<file path="config.mk">
export PLATFORM = sky130hd
export DESIGN_NAME = imem_dmem_arbiter_flat
export DESIGN_NICKNAME = d
export VERILOG_FILES = /design/src/rtl/imem_dmem_arbiter_if.sv /design/src/rtl/imem_dmem_arbiter.sv /design/src/flat_wrapper.sv
export SDC_FILE = /design/constraint.sdc
export NUM_CORES = 1
export LEC_CHECK = 0
export CAP_MARGIN = 20
export CORE_MARGIN = 4
export CORE_UTILIZATION = 40
export DETAILED_ROUTE_END_ITERATION = 8
export PLACE_DENSITY = 0.81
export SLEW_MARGIN = 10
export SYNTH_ARGS = -nofsm -noshare
export SYNTH_HDL_FRONTEND = slang
export SYNTH_SLANG_ARGS = --single-unit
</file>
<file path="constraint.sdc">
create_clock -name clk -period 2.05 [get_ports clk]
set_clock_uncertainty 0.1 [all_clocks]
set_input_delay 0.615 -clock clk [delete_from_list [all_inputs] [get_ports clk]]
set_output_delay 0.615 -clock clk [all_outputs]
set_load 0.01 [all_outputs]
</file>
<file path="src/rtl/imem_dmem_arbiter_if.sv">
// Bus bundle between the pipeline (IF/DM requesters), the arbiter and the
// shared single-ported memory. The arbiter uses the slave modport; the
// pipeline/memory side uses the master modport.
interface imem_dmem_arbiter_if #(
  parameter int AW = 32,
  parameter int DW = 32
);
  // Instruction-fetch requester
  logic            if_req;
  logic [AW-1:0]   if_addr;
  logic            if_abort;
  logic [DW-1:0]   if_rdata;
  logic            if_ready;
  // Data-memory requester
  logic            dm_req;
  logic            dm_we;
  logic [DW/8-1:0] dm_be;
  logic [AW-1:0]   dm_addr;
  logic [DW-1:0]   dm_wdata;
  logic [DW-1:0]   dm_rdata;
  logic            dm_ready;
  // Shared memory bus
  logic            mem_req;
  logic            mem_we;
  logic [DW/8-1:0] mem_be;
  logic [AW-1:0]   mem_addr;
  logic [DW-1:0]   mem_wdata;
  logic            mem_ack;
  logic [DW-1:0]   mem_rdata;
  // Pipeline control
  logic            stall_if;
  logic            stall_dm;
  logic            busy;

  modport slave (
    input  if_req, if_addr, if_abort,
    output if_rdata, if_ready,
    input  dm_req, dm_we, dm_be, dm_addr, dm_wdata,
    output dm_rdata, dm_ready,
    output mem_req, mem_we, mem_be, mem_addr, mem_wdata,
    input  mem_ack, mem_rdata,
    output stall_if, stall_dm, busy
  );

  modport master (
    output if_req, if_addr, if_abort,
    input  if_rdata, if_ready,
    output dm_req, dm_we, dm_be, dm_addr, dm_wdata,
    input  dm_rdata, dm_ready,
    input  mem_req, mem_we, mem_be, mem_addr, mem_wdata,
    output mem_ack, mem_rdata,
    input  stall_if, stall_dm, busy
  );
endinterface

</file>
<file path="src/rtl/imem_dmem_arbiter.sv">
// Arbitrates one single-ported memory bus between instruction fetch (IF) and
// data memory (DM). DM has priority, but the requester that just completed
// is excluded from the grant at its ack edge, so under contention the two
// alternate and the bus stays busy with no idle cycle between them.
module imem_dmem_arbiter #(
  parameter int AW = 32,
  parameter int DW = 32
) (
  input  logic                 clk,
  input  logic                 rst_n,
  imem_dmem_arbiter_if.slave   bus
);
  localparam int BW = DW / 8;

  typedef enum logic [1:0] {IDLE, IF_WAIT, DM_WAIT} state_t;

  state_t          state_q, state_d;
  logic            mem_req_q, mem_req_d;
  logic            mem_we_q, mem_we_d;
  logic [BW-1:0]   mem_be_q, mem_be_d;
  logic [AW-1:0]   mem_addr_q, mem_addr_d;
  logic [DW-1:0]   mem_wdata_q, mem_wdata_d;
  logic [DW-1:0]   if_rdata_q, if_rdata_d;
  logic            if_ready_q, if_ready_d;
  logic [DW-1:0]   dm_rdata_q, dm_rdata_d;
  logic            dm_ready_q, dm_ready_d;
  logic            abort_flag_q, abort_flag_d;

  logic            if_done, dm_done, grant_eval, if_elig, dm_elig;

  // Completion/eligibility terms; a requester finishing at this edge may not re-win it.
  always_comb begin
    if_done    = (state_q == IF_WAIT) && bus.mem_ack;
    dm_done    = (state_q == DM_WAIT) && bus.mem_ack;
    grant_eval = (state_q == IDLE) || bus.mem_ack;
    dm_elig    = bus.dm_req && !dm_done;
    if_elig    = bus.if_req && !if_done && !bus.if_abort;
  end

  // Next-state, completion capture and grant decision.
  always_comb begin
    state_d      = state_q;
    mem_req_d    = mem_req_q;
    mem_we_d     = mem_we_q;
    mem_be_d     = mem_be_q;
    mem_addr_d   = mem_addr_q;
    mem_wdata_d  = mem_wdata_q;
    if_rdata_d   = if_rdata_q;
    if_ready_d   = 1'b0;
    dm_rdata_d   = dm_rdata_q;
    dm_ready_d   = 1'b0;
    abort_flag_d = abort_flag_q;

    if (dm_done) begin
      dm_ready_d = 1'b1;
      if (!mem_we_q) dm_rdata_d = bus.mem_rdata;
    end

    // An abort arriving together with the ack also suppresses delivery.
    if (if_done) begin
      if_rdata_d   = bus.mem_rdata;
      if_ready_d   = !(abort_flag_q || bus.if_abort);
      abort_flag_d = 1'b0;
    end else if ((state_q == IF_WAIT) && bus.if_abort) begin
      abort_flag_d = 1'b1;
    end

    if (grant_eval) begin
      if (dm_elig) begin
        state_d     = DM_WAIT;
        mem_req_d   = 1'b1;
        mem_we_d    = bus.dm_we;
        mem_be_d    = bus.dm_be;
        mem_addr_d  = bus.dm_addr;
        mem_wdata_d = bus.dm_wdata;
      end else if (if_elig) begin
        state_d      = IF_WAIT;
        mem_req_d    = 1'b1;
        mem_we_d     = 1'b0;
        mem_be_d     = '1;
        mem_addr_d   = bus.if_addr;
        mem_wdata_d  = '0;
        abort_flag_d = 1'b0;
      end else begin
        state_d   = IDLE;
        mem_req_d = 1'b0;
      end
    end
  end

  // State and registered outputs; reset clears everything immediately.
  always_ff @(posedge clk or negedge rst_n) begin
    if (!rst_n) begin
      state_q      <= IDLE;
      mem_req_q    <= 1'b0;
      mem_we_q     <= 1'b0;
      mem_be_q     <= '0;
      mem_addr_q   <= '0;
      mem_wdata_q  <= '0;
      if_rdata_q   <= '0;
      if_ready_q   <= 1'b0;
      dm_rdata_q   <= '0;
      dm_ready_q   <= 1'b0;
      abort_flag_q <= 1'b0;
    end else begin
      state_q      <= state_d;
      mem_req_q    <= mem_req_d;
      mem_we_q     <= mem_we_d;
      mem_be_q     <= mem_be_d;
      mem_addr_q   <= mem_addr_d;
      mem_wdata_q  <= mem_wdata_d;
      if_rdata_q   <= if_rdata_d;
      if_ready_q   <= if_ready_d;
      dm_rdata_q   <= dm_rdata_d;
      dm_ready_q   <= dm_ready_d;
      abort_flag_q <= abort_flag_d;
    end
  end

  assign bus.mem_req   = mem_req_q;
  assign bus.mem_we    = mem_we_q;
  assign bus.mem_be    = mem_be_q;
  assign bus.mem_addr  = mem_addr_q;
  assign bus.mem_wdata = mem_wdata_q;
  assign bus.if_rdata  = if_rdata_q;
  assign bus.if_ready  = if_ready_q;
  assign bus.dm_rdata  = dm_rdata_q;
  assign bus.dm_ready  = dm_ready_q;
  assign bus.stall_if  = bus.if_req & ~if_ready_q;
  assign bus.stall_dm  = bus.dm_req & ~dm_ready_q;
  assign bus.busy      = (state_q != IDLE);
endmodule

</file>
<file path="src/flat_wrapper.sv">
// flat-port wrapper written by rule: the top's interface ports become plain ports
module imem_dmem_arbiter_flat 
#(
  parameter int AW = 32,
  parameter int DW = 32
)
  (clk, rst_n, bus_if_req, bus_if_addr, bus_if_abort, bus_if_rdata, bus_if_ready, bus_dm_req, bus_dm_we, bus_dm_be, bus_dm_addr, bus_dm_wdata, bus_dm_rdata, bus_dm_ready, bus_mem_req, bus_mem_we, bus_mem_be, bus_mem_addr, bus_mem_wdata, bus_mem_ack, bus_mem_rdata, bus_stall_if, bus_stall_dm, bus_busy);
  imem_dmem_arbiter_if #(.AW(AW), .DW(DW)) bus_i ();
  input  logic clk;
  input  logic rst_n;
  input wire logic [$bits(bus_i.if_req)-1:0] bus_if_req;
  input wire logic [$bits(bus_i.if_addr)-1:0] bus_if_addr;
  input wire logic [$bits(bus_i.if_abort)-1:0] bus_if_abort;
  output wire logic [$bits(bus_i.if_rdata)-1:0] bus_if_rdata;
  output wire logic [$bits(bus_i.if_ready)-1:0] bus_if_ready;
  input wire logic [$bits(bus_i.dm_req)-1:0] bus_dm_req;
  input wire logic [$bits(bus_i.dm_we)-1:0] bus_dm_we;
  input wire logic [$bits(bus_i.dm_be)-1:0] bus_dm_be;
  input wire logic [$bits(bus_i.dm_addr)-1:0] bus_dm_addr;
  input wire logic [$bits(bus_i.dm_wdata)-1:0] bus_dm_wdata;
  output wire logic [$bits(bus_i.dm_rdata)-1:0] bus_dm_rdata;
  output wire logic [$bits(bus_i.dm_ready)-1:0] bus_dm_ready;
  output wire logic [$bits(bus_i.mem_req)-1:0] bus_mem_req;
  output wire logic [$bits(bus_i.mem_we)-1:0] bus_mem_we;
  output wire logic [$bits(bus_i.mem_be)-1:0] bus_mem_be;
  output wire logic [$bits(bus_i.mem_addr)-1:0] bus_mem_addr;
  output wire logic [$bits(bus_i.mem_wdata)-1:0] bus_mem_wdata;
  input wire logic [$bits(bus_i.mem_ack)-1:0] bus_mem_ack;
  input wire logic [$bits(bus_i.mem_rdata)-1:0] bus_mem_rdata;
  output wire logic [$bits(bus_i.stall_if)-1:0] bus_stall_if;
  output wire logic [$bits(bus_i.stall_dm)-1:0] bus_stall_dm;
  output wire logic [$bits(bus_i.busy)-1:0] bus_busy;
  assign bus_i.if_req = bus_if_req;
  assign bus_i.if_addr = bus_if_addr;
  assign bus_i.if_abort = bus_if_abort;
  assign bus_if_rdata = bus_i.if_rdata;
  assign bus_if_ready = bus_i.if_ready;
  assign bus_i.dm_req = bus_dm_req;
  assign bus_i.dm_we = bus_dm_we;
  assign bus_i.dm_be = bus_dm_be;
  assign bus_i.dm_addr = bus_dm_addr;
  assign bus_i.dm_wdata = bus_dm_wdata;
  assign bus_dm_rdata = bus_i.dm_rdata;
  assign bus_dm_ready = bus_i.dm_ready;
  assign bus_mem_req = bus_i.mem_req;
  assign bus_mem_we = bus_i.mem_we;
  assign bus_mem_be = bus_i.mem_be;
  assign bus_mem_addr = bus_i.mem_addr;
  assign bus_mem_wdata = bus_i.mem_wdata;
  assign bus_i.mem_ack = bus_mem_ack;
  assign bus_i.mem_rdata = bus_mem_rdata;
  assign bus_stall_if = bus_i.stall_if;
  assign bus_stall_dm = bus_i.stall_dm;
  assign bus_busy = bus_i.busy;
  imem_dmem_arbiter #(.AW(AW), .DW(DW)) u_core (.clk(clk), .rst_n(rst_n), .bus(bus_i));
endmodule
</file>
==> metrics.md, run 1 <==
| Metric | Value |
|---|---|
| Path depth of the worst reg2reg path | `6` |
| Worst path depth | `1` |
| Peak fanout along the critical path | `2` |
| Utilization of the core after routing | `between 60% and 70%` |
| Total number of placement rows | `43` |
| Global-route wire length before repair | `roughly 26 mm` |
| ANT nets after route | `0` |
| VDD IR max | `approximately 0.72 mV` |
| Number of hold violations in the final report | `0` |
| Sort of element at the end of the critical path | `output port` |
| Dominant cells by area after synthesis | `dfrtp_1 60%, mux2_2 14%, mux2_4 13%, a22o_1 5.0%, buf_6 1.7%` |
| Number of global-route vias before repair | `4,810` |
| Count of input and output buffers | `277` |
| Area share of the largest cell type after synthesis | `59.85%` |
| Fraction of registers with async set or reset after synthesis | `100.0%` |
| Vias after detailed routing | `4,280` |
| Required arrival time at the worst endpoint | `about 1.3 ns` |
| Fraction of layout cells with a size suffix above 1 | `28.36%` |
| Crit-path cells | `clkdlybuf4s50_1` |
| Final-layout setup total negative slack | `0 ns` |
| Total internal power | `between 0.008 and 0.009 W` |
| Syn. warnings | `0` |
| Post-synth top area cell | `dfrtp_1` |
| Main flop type after synthesis | `dfrtp_1` |
| Number of filler cells placed in the layout | `between 900 and 1,000` |
| Total gr overflow | `0` |
| Count of nets after finishing | `~800` |
| Total power density per cell area | `1317 nW/um^2` |
| Leakage Power | `approximately 5.0 nW` |
| CTS clk-pin slew, worst paths | `approximately 0.06 ns` |
| Min-Delay Path Depth | `1` |
| Sw Share | `between 20% and 30%` |
| Post-synthesis cell type count | `29` |
| Clock Sinks | `about 140` |
| Arr. time, crit path | `1.30 ns` |
| Relative max-transition margin | `between 70% and 80%` |
| Sequential share of power | `35.9%` |
| Sort of element at the start of the critical path | `register` |
| Reg-to-reg startpoint | `u_core.state_q[0]$_DFFE_PN0N_` |
| CTS tree | `done` |
| Crit-path leading delay family | `buffers and inverters` |
| Worst min-delay path endpoint | `u_core.bus.if_ready$_DFF_PN0_` |
| Status | `completed` |
| Initial DRC count | `roughly 160` |
| Synthesized netlist net count | `approximately 500` |
| Drc violations | `0` |
| Pin count of the biggest net entering global routing | `between 50 and 60` |
| Slowest Stage Delay on Critical Path | `around 0.54 ns` |
| Register bit total from synthesis | `~140` |
| Placeable core region | `14,040 sq um` |
| Final-report setup violation count | `0` |
| Placer congestion estimate | `approximately 0.85` |
| Final Critical Period | `2.014 ns` |
| Buffer type at the clock tree root | `clkbuf_16` |
| Clock Tree Buf Depth | `2` |
| Number of antenna violations at the first check in global routing | `1` |
| Post-synthesis sequential area ratio | `59.85%` |
| Area grow syn2layout | `65.94%` |
| Start point of the critical path | `u_core.bus.dm_rdata[15]$_DFFE_PN0P_` |
| Reg2reg end | `u_core.bus.mem_addr[26]$_DFFE_PN0P_` |
| Most numerous cell types in the synthesized netlist | `139 x dfrtp_1, 74 x mux2_2, 50 x mux2_4, 33 x a22o_1, 12 x buf_2` |
| Sequential cell area | `3480 sq um` |
| Startpoint of the worst hold path | `u_core.abort_flag_q$_DFF_PN0_` |
| Sw Pwr | `0.003793 W` |
| H-Tree Depth | `4` |
| Highest-delay cell along the critical path | `clkdlybuf4s50_1` |
| Die Width | `128.5 um` |
| DP Wirelength | `about 13 mm` |
| IO Pins | `about 280` |
| Starting density of the core | `41.39%` |
| Most frequent cell after synthesis | `dfrtp_1` |
| Netlist area before placement | `between 5000 and 6000 sq um` |
| Post-detailed-route via-to-cell ratio | `approximately 5` |
| Number of max-slew violations in the final report | `0` |
| Total of max-cap violations | `0` |
| Buf+Inv Stages, Crit Path | `1` |
| Vertical extent of the die | `around 130 um` |
| Worst Setup Path Type | `register to output port` |
| Max Clk Rate | `about 0.50 GHz` |
| WL per Instance | `around 20 um` |
| Post-Route WL | `17.16 mm` |
| Fraction of power consumed by the clock network | `24.3%` |
| Number of enable flip-flop cells after synthesis | `0` |
| Area of the die | `16,520 sq um` |
| Gate Count Post-Synth | `about 360` |
| Multi-input logic area | `between 2000 and 2500 sq um` |
| Min-Delay Path Class | `register to register` |
| Clock latency of the later-clocked register in the worst-skew pair | `~0.4 ns` |
| 1st-pass router iterations | `4` |
| Share of the clock period used by the worst path after layout | `between 90% and 100%` |
| Register-to-register path setup slack | `0.16 ns` |
| Part of the power in combinational logic | `39.7%` |
| Num CTS Buffers | `17` |
| Avg Inst Size Synth | `16.28 sq um` |
| Overall fraction of global-route tracks in use | `between 20% and 30%` |
| Slew of the pin with the lowest slew margin | `0.3236 ns` |
per-layer routing:
| metal | wire length, um | vias to the layer above | track usage [%] |
|---|---|---|---|
| li1 | - | 1904 | - |
| met1 | 6103 | 2134 | 21.53 |
| met2 | 8869 | 209 | 35.27 |
| met3 | 1701 | 33 | 7.804 |
| met4 | 484 | 0 | 9.018 |
| met5 | 0 | - | 0 |
layout make-up:
| cell class | instances | area share (%) |
|---|---|---|
| clock buffer | 22 | 4.709 |
| multi-input combinational | 192 | 22.50 |
| sequential | 139 | 36.08 |
| antenna | 2 | 0.05189 |
| tap | 180 | 2.335 |
| timing repair buffer | 303 | 32.71 |
| inverter | 4 | 0.1557 |
| clock inverter | 10 | 1.466 |
stage by stage:
stage	setup slack [ns]	hold slack (ns)	cells	cell area (sq um)	total power, W
2_1_floorplan	0.1084	0.2194	357	5812	0.006834
6_report	0.03637	0.3491	852	9644	0.01270
4_1_cts	0.0001770	0.3507	850	9474	0.01302
3_5_place_dp	-0.4871	0.3422	816	8927	0.01016
3_3_place_gp	-0.4503	0.3317	816	8927	0.009963
5_1_grt	-0.003330	0.3701	851	9642	0.01337
placed cells by master, fill, tap and decap left out, types with 2 or more instances in the layout:
master | netlist | final
a22o_1 | 33 | 33
buf_12 | 0 | 8
buf_4 | 1 | 17
buf_6 | 9 | 2
bufinv_16 | 0 | 3
clkbuf_1 | 0 | 4
clkbuf_16 | 0 | 17
clkdlybuf4s50_1 | 0 | 151
clkinv_2 | 0 | 2
clkinv_4 | 0 | 2
clkinvlp_4 | 0 | 2
dfrtp_1 | 139 | 138
diode_2 | 0 | 2
dlygate4sd2_1 | 0 | 59
dlymetal6s2s_1 | 0 | 64
inv_1 | 4 | 4
mux2_1 | 4 | 4
mux2_2 | 74 | 74
mux2_4 | 50 | 50
nand2_1 | 2 | 2
nand2b_1 | 2 | 2
nor2b_1 | 3 | 2
nor3_1 | 2 | 2
o21ai_0 | 2 | 2
o22a_1 | 4 | 4
what timing repair did:
action | 4_1_cts | 5_1_grt
pin swaps | 0 | 1
hold buffers | 1 | 0
hold endpoints to repair | 28 | 0
gates resized for setup | 72 | 65
endpoints found under the setup margin | 85 | 65
setup buffers | 1 | 0
logic make-up after synthesis:
kind of cell | share of synthesized area, %
flip-flops | 59.85
multiplexers | 28.03
AO/OA/AOI/OAI | 6.954
buffers and inverters | 3.165
AND/OR/NAND/NOR | 2.002
state kept, by name, indices dropped and copies added (netlist names):
name	cells
u_core.bus.if_rdata	32
u_core.bus.mem_wdata	32
u_core.bus.mem_we	1
u_core.bus.if_ready	1
u_core.bus.dm_ready	1
u_core.abort_flag_q	1
u_core.bus.mem_addr	32
u_core.bus.mem_req	1
u_core.bus.mem_be	4
u_core.state_q	2
u_core.bus.dm_rdata	32
worst max path at each step:
stage                                     endpoint  slack (ns)
6_report                          bus_dm_rdata[15]        0.04
5_1_grt                           bus_dm_rdata[15]      -0.003
4_1_cts                            bus_dm_rdata[4]      0.0002
3_5_place_dp   u_core.bus.mem_addr[26]$_DFFE_PN0P_       -0.49
3_3_place_gp                          bus_stall_dm       -0.45
2_1_floorplan   u_core.bus.mem_addr[0]$_DFFE_PN0P_        0.11
power groups by stage:
| stage | clock [W] | combinational (W) | sequential (W) |
|---|---|---|---|
| finish | 0.00309 | 0.00504 | 0.00456 |
| CTS | 0.00316 | 0.00527 | 0.00459 |
| detailed placement | 0 | 0.00553 | 0.00463 |
| floorplan | 0 | 0.00172 | 0.00511 |
| global placement | 0 | 0.00541 | 0.00455 |
| global route | 0.00329 | 0.00536 | 0.00472 |
(Power assumes the default switching activity.)
==> inputs of run 2 (changes only) <==
SLEW_MARGIN = not set   (was 10)
==> results of run 2 <==
Same layout as run 1: the final DEF is identical, and so are final timing and power.
==> inputs of run 3 (changes only) <==
CORE_MARGIN = 3   (was 4)
==> run 3 against run 2 <==
  * Combinational power is essentially flat
  * Utilization down 0.15 points
  * Cell count fell by 0.23%
  * Sequential share of layout area grew 0.080 points
  * Total power shrank 2.6%
  * Sequential power about the same
  * Global-route usage increased by 0.14 points
  * Maximum frequency fell by 0.29%
  * Critical path depth stayed put
  * Register-to-register slack got worse by 0.03 ns
  * Routed wire length decreased by 5.9%
  * Flip-flop and latch count did not move
==> metrics.md, run 3 (same netlist as run 1, synthesis figures left out) <==
| Metric | Value |
|---|---|
| Post-detailed-route via-to-cell ratio | `4.932 (-1.8%)` |
| Total number of placement rows | `43 (unchanged)` |
| Pin count of the biggest net entering global routing | `43 (-16%)` |
| Commonest cells after routing, fill and taps aside | `148 x clkdlybuf4s50_1, 138 x dfrtp_1, 75 x dlymetal6s2s_1` |
| Number of standard cells in the layout, taps in and fillers out | `850 (-0.23%)` |
| Slew of the pin with the lowest slew margin | `0.3016 ns (-0.02201 ns)` |
| Pre-CTS WS | `-0.4843 ns (+0.002877 ns)` |
| Area grow syn2layout | `65.58%` |
| Crit-path cells | `clkdlybuf4s50_1` |
| Die Width | `126.5 um (-1.6%)` |
| Final-report setup violation count | `0 (unchanged)` |
| Vias after detailed routing | `4,192 (-2.1%)` |
| Crit-path leading delay family | `buffers and inverters` |
| DP Wirelength | `11.85 mm (-5.3%)` |
| Fraction of layout cells with a size suffix above 1 | `28.40% (+0.042 points)` |
| Buffer type at the clock tree root | `clkbuf_16` |
| Clock Tree Buf Depth | `2 (unchanged)` |
| H-Tree Depth | `4 (unchanged)` |
| Count of input and output buffers | `277 (unchanged)` |
| Worst setup slack after layout | `0.03061 ns (-0.005761 ns)` |
| Placer congestion estimate | `0.8482 (-0.39%)` |
| VDD IR max | `0.7578 mV (+5.2%)` |
| Sort of element at the end of the critical path | `output port` |
| Number of antenna violations at the first check in global routing | `1 (unchanged)` |
| Required arrival time at the worst endpoint | `1.33 ns (about the same)` |
| Power Total | `0.01236 W (-2.6%)` |
| CTS tree | `done` |
| WL per Instance | `18.99 um (-5.7%)` |
| 1st-pass router iterations | `4 (unchanged)` |
| Most frequent standard cell in the layout excluding fill and tap cells | `clkdlybuf4s50_1` |
| Number of cells after detailed placement | `818 (+0.25%)` |
| Final Critical Period | `2.019 ns (+0.005761 ns)` |
| Peak fanout along the critical path | `2 (unchanged)` |
| Post-Route WL | `16.14 mm (-5.9%)` |
| Leakage Power | `5.044 nW (+1.8%)` |
| Vertical extent of the die | `126.5 um (-1.6%)` |
| Clock Sinks | `139 (unchanged)` |
| Area of the die | `16,010 sq um (-3.1%)` |
| Total of max-cap violations | `0 (unchanged)` |
| Initial DRC count | `189 (+17%)` |
| Placeable core region | `14,040 sq um (unchanged)` |
| Max Clk Rate | `0.4952 GHz (-0.29%)` |
| Number of max-slew violations in the final report | `0 (unchanged)` |
| Drc violations | `0 (unchanged)` |
| Arr. time, crit path | `1.30 ns (about the same)` |
| Worst Setup Path Type | `register to output port` |
| Clock latency of the later-clocked register in the worst-skew pair | `0.41 ns (about the same)` |
| Starting density of the core | `41.39% (unchanged)` |
| Min-Delay Path Class | `register to register` |
| IO Pins | `278 (unchanged)` |
| Share of the clock period used by the worst path after layout | `98.51% (+0.28 points)` |
| Global-route wire length before repair | `25.43 mm (-0.78%)` |
| CTS clk-pin slew, worst paths | `0.06 ns (about the same)` |
| Status | `completed` |
| Overall fraction of global-route tracks in use | `20.27% (+0.14 points)` |
| Number of global-route vias before repair | `4,698 (-2.3%)` |
| Total gr overflow | `0 (unchanged)` |
| Buf+Inv Stages, Crit Path | `1 (unchanged)` |
| Slowest Stage Delay on Critical Path | `0.55 ns (about the same)` |
| Number of hold violations in the final report | `0 (unchanged)` |
| Relative max-transition margin | `79.89% (+1.5 points)` |
| Sort of element at the start of the critical path | `register` |
| ANT nets after route | `0 (unchanged)` |
| Highest-delay cell along the critical path | `clkdlybuf4s50_1` |
| Count of nets after finishing | `798 (+0.25%)` |
| Num CTS Buffers | `17 (unchanged)` |
| Total power density per cell area | `1285 nW/um^2 (-2.4%)` |
-- run 3: changes by cell type in the layout (fill, tap and decap cells not counted), moves of 2 or more --
cell,delta
dlymetal6s2s_1,+11
dlygate4sd2_1,-8
clkdlybuf4s50_1,-3
buf_4,+2
bufinv_16,-2
clkbuf_1,-2
clkbuf_8,+2
-- run 3: area by class of cell --
type,instances,area [sq um]
antenna,1,2.502
clock buffer,22,474.2
clock inverter,7,68.82
fill,974,4419
inverter,4,15.01
multi-input combinational,192,2157
sequential,139,3480
tap,180,225.2
timing repair buffer,305,3201
-- run 3: power breakdown --
| group | internal [W] | leakage, nW | total [W] | switching (W) |
|---|---|---|---|---|
| Clock | 0.00174 | 0.264 | 0.00281 | 0.00108 |
| Sequential | 0.00393 | 1.67 | 0.00454 | 0.000607 |
| Combinational | 0.00303 | 3.11 | 0.00501 | 0.00198 |
-- run 3: repair_timing --
item | 4_1_cts | 5_1_grt
setup endpoints to repair | 59 | 75
resized for setup | 61 | 75
hold endpoints to repair | 25 | 0
setup buffers | 1 | 0
hold buffers | 1 | 0
-- run 3: final timing paths --
path | from | endpoint | slack, ns | depth (start not counted)
hold reg to reg | u_core.abort_flag_q$_DFF_PN0_ | u_core.bus.if_ready$_DFF_PN0_ | 0.34 | 1
setup / recovery | u_core.bus.mem_addr[29]$_DFFE_PN0P_ | bus_mem_addr[29] | 0.03 | 1
max in group asynchronous | rst_n | u_core.bus.dm_rdata[14]$_DFFE_PN0P_ | 0.71 | 3
min in group asynchronous | rst_n | u_core.bus.mem_addr[22]$_DFFE_PN0P_ | 0.55 | 2
hold / removal | u_core.abort_flag_q$_DFF_PN0_ | u_core.bus.if_ready$_DFF_PN0_ | 0.34 | 1
setup reg to reg | u_core.state_q[0]$_DFFE_PN0N_ | u_core.bus.mem_addr[26]$_DFFE_PN0P_ | 0.13 | 6
-- run 3: through the flow --
stage / instance area [sq um] / TNS, ns / hold WS, ns / utilization (%)
4_1_cts: 9433 / 0 / 0.3328 / 67.17
3_5_place_dp: 8942 / -45.18 / 0.3250 / 63.68
6_report: 9623 / 0 / 0.3370 / 68.53
3_3_place_gp: 8942 / -41.96 / 0.3219 / 63.68
5_1_grt: 9623 / -0.01847 / 0.3538 / 68.53
2_1_floorplan: 5812 / 0 / 0.2194 / -
-- run 3: layer usage --
| layer | share of wire [%] | wire (um) | vias up | global-route usage, % |
|---|---|---|---|---|
| met5 | 0 | 0 | - | 0 |
| met2 | 51 | 8208 | 182 | 33.50 |
| met4 | 1.6 | 264 | 0 | 6.814 |
| met3 | 10 | 1614 | 19 | 8.758 |
| li1 | - | - | 1904 | - |
| met1 | 38 | 6054 | 2087 | 23.80 |
